<file path="config.mk">
export PLATFORM = sky130hd
export DESIGN_NAME = e_mdu
export DESIGN_NICKNAME = d
export VERILOG_FILES = /design/src/rtl/e_mdu.sv
export SDC_FILE = /design/constraint.sdc
export NUM_CORES = 2
export LEC_CHECK = 0
export CAP_MARGIN = 5
export CORE_MARGIN = 10
export CORE_UTILIZATION = 65
export DETAILED_ROUTE_END_ITERATION = 7
export MAX_ROUTING_LAYER = met4
export PLACE_DENSITY = 0.83
export SYNTH_ARGS = -nofsm -noshare
export SYNTH_HDL_FRONTEND = slang
export SYNTH_SLANG_ARGS = --single-unit
</file>
<file path="constraint.sdc">
create_clock -name clk -period 2.9 [get_ports clk]
set_input_delay 0.58 -clock clk [delete_from_list [all_inputs] [get_ports clk]]
set_output_delay 0.58 -clock clk [all_outputs]
set_load 0.02 [all_outputs]
</file>
<file path="src/rtl/e_mdu.sv">
// e_mdu: E-stage multi-cycle multiply/divide unit holding the HI/LO registers.
// The result is computed on the accepting edge and held in a pending register;
// a countdown then models the unit latency before {HI,LO} are committed.
// Optional feature macro: MDU_MADD_EN enables MADD/MADDU/MSUB/MSUBU (Op 6..9).
module e_mdu #(
    parameter int unsigned MULT_CYCLES = 5,
    parameter int unsigned DIV_CYCLES  = 10
) (
    input  logic        clk,
    input  logic        reset,
    input  logic        Start,
    input  logic [3:0]  Op,
    input  logic [31:0] Rs_data,
    input  logic [31:0] Rt_data,
    output logic        Busy,
    output logic [31:0] HI,
    output logic [31:0] LO
);

    typedef enum logic [3:0] {
        OP_MULT  = 4'd0,
        OP_MULTU = 4'd1,
        OP_DIV   = 4'd2,
        OP_DIVU  = 4'd3,
        OP_MTHI  = 4'd4,
        OP_MTLO  = 4'd5,
        OP_MADD  = 4'd6,
        OP_MADDU = 4'd7,
        OP_MSUB  = 4'd8,
        OP_MSUBU = 4'd9
    } op_t;

    typedef enum logic {
        IDLE = 1'b0,
        RUN  = 1'b1
    } state_t;

    localparam logic [3:0] MULT_COUNT = 4'(MULT_CYCLES);
    localparam logic [3:0] DIV_COUNT  = 4'(DIV_CYCLES);

    state_t      state;
    logic [3:0]  count;
    logic [63:0] pending;
    logic        div_zero;

    // decoded operation class and computed result for the op presented this cycle
    logic        is_signed;
    logic        is_run;
    logic        is_div;
    logic        is_mthi;
    logic        is_mtlo;
    logic [3:0]  run_count;
    logic [63:0] next_pending;

    // datapath: shared magnitude multiplier and divider, sign fixed up afterwards
    logic        rs_neg;
    logic        rt_neg;
    logic [31:0] a_mag;
    logic [31:0] b_mag;
    logic [31:0] b_safe;
    logic [63:0] prod_mag;
    logic [63:0] product;
    logic [31:0] quo_mag;
    logic [31:0] rem_mag;
    logic [31:0] quotient;
    logic [31:0] remainder;

    // decode the incoming op into its class, latency and signedness
    always_comb begin
        is_signed = 1'b0;
        is_run    = 1'b0;
        is_div    = 1'b0;
        is_mthi   = 1'b0;
        is_mtlo   = 1'b0;
        run_count = MULT_COUNT;
        case (Op)
            OP_MULT:  begin is_run = 1'b1; is_signed = 1'b1; end
            OP_MULTU: begin is_run = 1'b1; end
            OP_DIV:   begin is_run = 1'b1; is_signed = 1'b1; is_div = 1'b1; run_count = DIV_COUNT; end
            OP_DIVU:  begin is_run = 1'b1; is_div = 1'b1; run_count = DIV_COUNT; end
            OP_MTHI:  is_mthi = 1'b1;
            OP_MTLO:  is_mtlo = 1'b1;
`ifdef MDU_MADD_EN
            OP_MADD:  begin is_run = 1'b1; is_signed = 1'b1; end
            OP_MADDU: begin is_run = 1'b1; end
            OP_MSUB:  begin is_run = 1'b1; is_signed = 1'b1; end
            OP_MSUBU: begin is_run = 1'b1; end
`endif
            default: ;
        endcase
    end

    // signed ops run on magnitudes so INT_MIN / -1 wraps instead of overflowing
    always_comb begin
        rs_neg   = is_signed & Rs_data[31];
        rt_neg   = is_signed & Rt_data[31];
        a_mag    = rs_neg ? (32'd0 - Rs_data) : Rs_data;
        b_mag    = rt_neg ? (32'd0 - Rt_data) : Rt_data;
        b_safe   = (b_mag == '0) ? 32'd1 : b_mag;
        prod_mag = {32'd0, a_mag} * {32'd0, b_mag};
        product  = (rs_neg ^ rt_neg) ? (64'd0 - prod_mag) : prod_mag;
        quo_mag  = a_mag / b_safe;
        rem_mag  = a_mag % b_safe;
        quotient = (rs_neg ^ rt_neg) ? (32'd0 - quo_mag) : quo_mag;
        remainder = rs_neg ? (32'd0 - rem_mag) : rem_mag;
    end

    // select the 64-bit value that will be committed to {HI,LO}
    always_comb begin
        next_pending = product;
        case (Op)
            OP_DIV, OP_DIVU: next_pending = {remainder, quotient};
`ifdef MDU_MADD_EN
            OP_MADD, OP_MADDU: next_pending = {HI, LO} + product;
            OP_MSUB, OP_MSUBU: next_pending = {HI, LO} - product;
`endif
            default: next_pending = product;
        endcase
    end

    // IDLE/RUN control: accept, count down, commit; Start during RUN is ignored
    always_ff @(posedge clk or negedge reset) begin
        if (!reset) begin
            state    <= IDLE;
            count    <= '0;
            pending  <= '0;
            div_zero <= 1'b0;
            Busy     <= 1'b0;
            HI       <= '0;
            LO       <= '0;
        end else begin
            case (state)
                IDLE: begin
                    if (Start) begin
                        if (is_mthi) begin
                            HI <= Rs_data;
                        end else if (is_mtlo) begin
                            LO <= Rs_data;
                        end else if (is_run) begin
                            pending  <= next_pending;
                            div_zero <= is_div && (Rt_data == '0);
                            count    <= run_count;
                            Busy     <= 1'b1;
                            state    <= RUN;
                        end
                    end
                end
                RUN: begin
                    if (count <= 4'd1) begin
                        if (!div_zero) begin
                            {HI, LO} <= pending;
                        end
                        count <= '0;
                        Busy  <= 1'b0;
                        state <= IDLE;
                    end else begin
                        count <= count - 4'd1;
                    end
                end
                default: begin
                    state <= IDLE;
                    Busy  <= 1'b0;
                    count <= '0;
                end
            endcase
        end
    end

endmodule

</file>
==> impl_metrics.toml, run 1 <==
[outcome]
status = "did not finish"
stop_stage = "global routing (5_1_grt)"
error = "[ERROR GRT-0116] Global routing finished with congestion. Check the congestion regions in the DRC Viewer."

[synthesis]
ys_seq_area_share_pct = 4.38
synthCells = 10400
synth.avg_cell_area_um2 = 7.38
synth_ff_type = "dfrtp_1"
ys_ff_latch = 135
synthesis.area_um2 = 77100
synth_cell_types = 116
async_flop_share_pct = 100
yosysWarnings = 0
synth_fp_nets = 12200
synth-edff-count = 0

[placement]
placed_area_um2 = 105000
hpwlAfterDp_mm = 376
portBuffers = 135
placed_cells = 14900
routabilityCongestion = 1.31

[global_route]
grt_overflow = 20000
grt_pass1_wl_mm = 1090
grt_pass1_vias = 152000
grt_max_degree = 64
grtUsageTotal_pct = 114

[cts]
htree_levels = 4
clkSinkCount = 135
cts_root_buf = "clkbuf_16"
cts-hold-fix-buffers = 0
clockBufferDepth = 2
numCtsBuffers = 17

[floorplanning]
io_pins = 136
num_rows = 126
die_y_um = 364
start_util_pct = 65.4
die_x_um = 364
[stage by stage]
stage | util, % | setup WS, ns
2_1_floorplan | - | -65.37
3_5_place_dp | 89.2 | -75.51
4_1_cts | 94.3 | -68.85
3_3_place_gp | 89.2 | -68.23
[cell usage after synthesis (133+ instances only)]
cell type	count	area [µm²]
nand2_1	1634	6130
ha_1	774	9680
a31oi_1	151	945
a21oi_1	746	3730
nor3_1	185	926
dfrtp_1	135	3380
o21ai_0	509	2550
a21o_1	282	2120
xnor2_1	362	3170
nand3_1	190	951
nor2_1	887	3330
clkbuf_1	364	1370
fa_1	897	18000
xor2_1	255	2230
inv_1	1185	4450
o21a_1	133	998
[logic make-up after synthesis]
| kind of cell | count (synthesis) | share of synthesized area [%] |
|---|---|---|
| multiplexers | 55 | 0.766 |
| buffers and inverters | 1674 | 8.28 |
| flip-flops | 135 | 4.38 |
| AND/OR/NAND/NOR | 3682 | 21.7 |
| AO/OA/AOI/OAI | 2613 | 22.0 |
| XOR/XNOR | 617 | 7.01 |
| adder cells (fa/ha/maj) | 1671 | 35.8 |
[metal layers]
layer  global-route usage (%)  GRT overflow
met1                     96.1          1692
met2                      150         14300
met3                     94.6          1443
met4                      113          2487
met5                        -             -
[timing repair]
action,CTS
pin swaps,284
gates cloned,7
endpoints found under the setup margin,64
setup buffers,271
gates resized for setup,743
==> run 2: changes to the inputs <==
CORE_UTILIZATION = 40   (was 65)
MAX_ROUTING_LAYER = unset   (was met4)
PLACE_DENSITY = unset   (was 0.83)
PLACE_DENSITY_LB_ADDON = 0.15   (was unset)
==> run 2 against run 1 <==
  * The flow now finishes, with violations (negative setup slack)
  * Synthesized area is the same
  * Synthesized cell count is the same
==> impl_metrics.toml, run 2 <==
[synthesis]
synth_top_family_by_area = "adder cells"
synthAdderAreaFrac_pct = 35.8
synth_most_common_cell = "nand2_1"
ys_seq_area_share_pct = 4.38
synth.avg_cell_area_um2 = 7.38
ys_ff_latch = 135
synth_compound_area_share_pct = 22.0
async_flop_share_pct = 100
yosys.area.top_type = "fa_1"
yosys.area.top_type_share_pct = 23.3
synth_fp_nets = 12200
synthTopCellsByCount = "nand2_1, inv_1, fa_1, nor2_1, ha_1"
synthCells = 10400
muxShareOfSynthArea_pct = 0.766
yosys-top-cells-area = "fa_1, ha_1, nand2_1"
yosysWarnings = 0
synth_ff_type = "dfrtp_1"
synthSimpleGateAreaFrac_pct = 21.7
synth-edff-count = 0
synth_cell_types = 116
synthXorXnorAreaFrac_pct = 7.01
synthesis.area_um2 = 77100

[timing]
rsz0062_at_grt = "true"
setup_ws_ns = -67.20
max_slew_margin_pct = 27.6
skew_ns = 0.0122
drv_slew = 0
max_freq_mhz = 14.3
final_hold_viol_count = 0
finalCritPeriodShare_pct = 2420
tightest_slew_ns = 1.09
min_period_ns = 70.10
setup_violations = 64
fin_tns_setup_ns = -4265.98

[routing]
num_vias = 99000
drc = 0
wire_per_inst_um = 28.1
drtPass1Iterations = 6
first_iter_violations = 9947
ant_nets = 0
wirelength_mm = 471
routed_via_density = 5.91

[final_layout]
final_common_cell = "buf_4"
drive_gt1_share_pct = 39.0
fin_nets = 15900
layout_common_cells = "buf_4, nand2_1, inv_1"
fillers = 17300
largest-register = "pending"
reg_top3 = "pending (64), HI (32), LO (32)"
area_delta_synth_final_pct = 57.0
final_area_um2 = 121000
multiInputGateArea_um2 = 76000
register_area_um2 = 3380
largest_reg_flops = 64

[worst_setup_path]
critical_path.endpoint_type = "flip-flop"
critPathMaxStageDelay_ns = 0.53
arrival_ns = 70.43
path_class = "input port to flip-flop"
reg2reg_setup_slack_ns = 0.92
critPathSlowestCell = "or4_4"
cp-start-kind = "input port"
cp_data_required_time_ns = 3.23
cp_common_cell = "a21o_1"
crit_fanout = 13

[global_route]
grt_pass1_vias = 98800
grtUsageTotal_pct = 42.5
grt_most_used_layer = "met2"
grt_overflow = 0
antenna_found_initial = 29
met3_usage_pct = 11.2
grt_pass1_wl_mm = 664
grt_max_degree = 104
met1_usage_pct = 51.1
use_met2_pct = 64.4

[cts]
numCtsBuffers = 17
cts_root_buf = "clkbuf_16"
cts-hold-fix-buffers = 0
clkTransAtPathRegs_ns = 0.07
htree_levels = 4
insertion_delay_ns = 0.45
clkSinkCount = 135
cts_tree = "built"
clockBufferDepth = 2

[placement]
portBuffers = 135
placed_area_um2 = 109000
routabilityCongestion = 1.15
hpwlAfterDp_mm = 380

[floorplanning]
die_x_um = 459
num_rows = 161
dieArea_um2 = 211000
io_pins = 136
core_area_um2 = 192000
start_util_pct = 40.1
die_y_um = 459

[worst_hold_path]
min-delay-path-class = "input port to asynchronous set/reset pin"

[outcome]
status = "finished with violations"
violations = "negative setup slack"

[run]
timing.max_cap.violations = 0
==> run 2: layout make-up <==
| cell class | count | area share, % |
|---|---|---|
| multi-input combinational | 8638 | 62.8 |
| timing repair buffer | 4215 | 27.6 |
| inverter | 1194 | 3.72 |
| sequential | 135 | 2.79 |
| tap | 2526 | 2.61 |
| clock buffer | 17 | 0.351 |
| clock inverter | 15 | 0.148 |
| antenna | 22 | 0.0455 |
==> run 2: path summary, 6_finish.rpt <==
path,startpoint,end,cells after the start
max in group asynchronous,reset,HI[29],2
max,Rt_data[19],pending[61],374
max reg2reg,count[0],LO[8],9
min reg2reg,HI[5],HI[5],2
min,reset,LO[15],1
min in group clk,HI[5],HI[5],2
==> run 2: routing by layer <==
layer	vias to the layer above	share of wire, %
met1	48200	37
met2	5916	42
met5	-	0.10
met3	1748	11
li1	43100	-
met4	28	9.6
==> run 2: metrics by stage <==
step	instances	setup WS [ns]	hold WS, ns	utilization [%]
6_report	16800	-67.20	0.0952	63.0
5_1_grt	16700	-69.48	0.110	63.0
4_1_cts	16600	-65.40	0.0959	60.8
3_5_place_dp	16200	-73.39	0.469	56.9
3_3_place_gp	16200	-72.40	0.461	56.9
2_1_floorplan	10400	-65.37	0.284	-
==> run 2: what timing repair did <==
action,4_1_cts,5_1_grt
pin swaps,476,475
cloned,3,3
resized for setup,1014,598
setup buffers,330,188
endpoints found under the setup margin,64,64
==> run 2: logic make-up after synthesis <==
group,Yosys count
compound gates,2613
xor+xnor,617
simple gates,3682
buf+inv,1674
fa+ha+maj,1671
flops,135
mux,55
==> run 2: worst max-delay path: cells and delay by family <==
kind / cells / cell delay (ns)
simple gates: 88 / 16.46
xor+xnor: 5 / 0.91
fa+ha+maj: 31 / 8.04
mux: 2 / 0.64
compound gates: 184 / 34.08
buf+inv: 64 / 9.42
Power of run 2 is not shown: default switching activity piles up to over one toggle a cycle in this logic, so the estimate is an artifact.
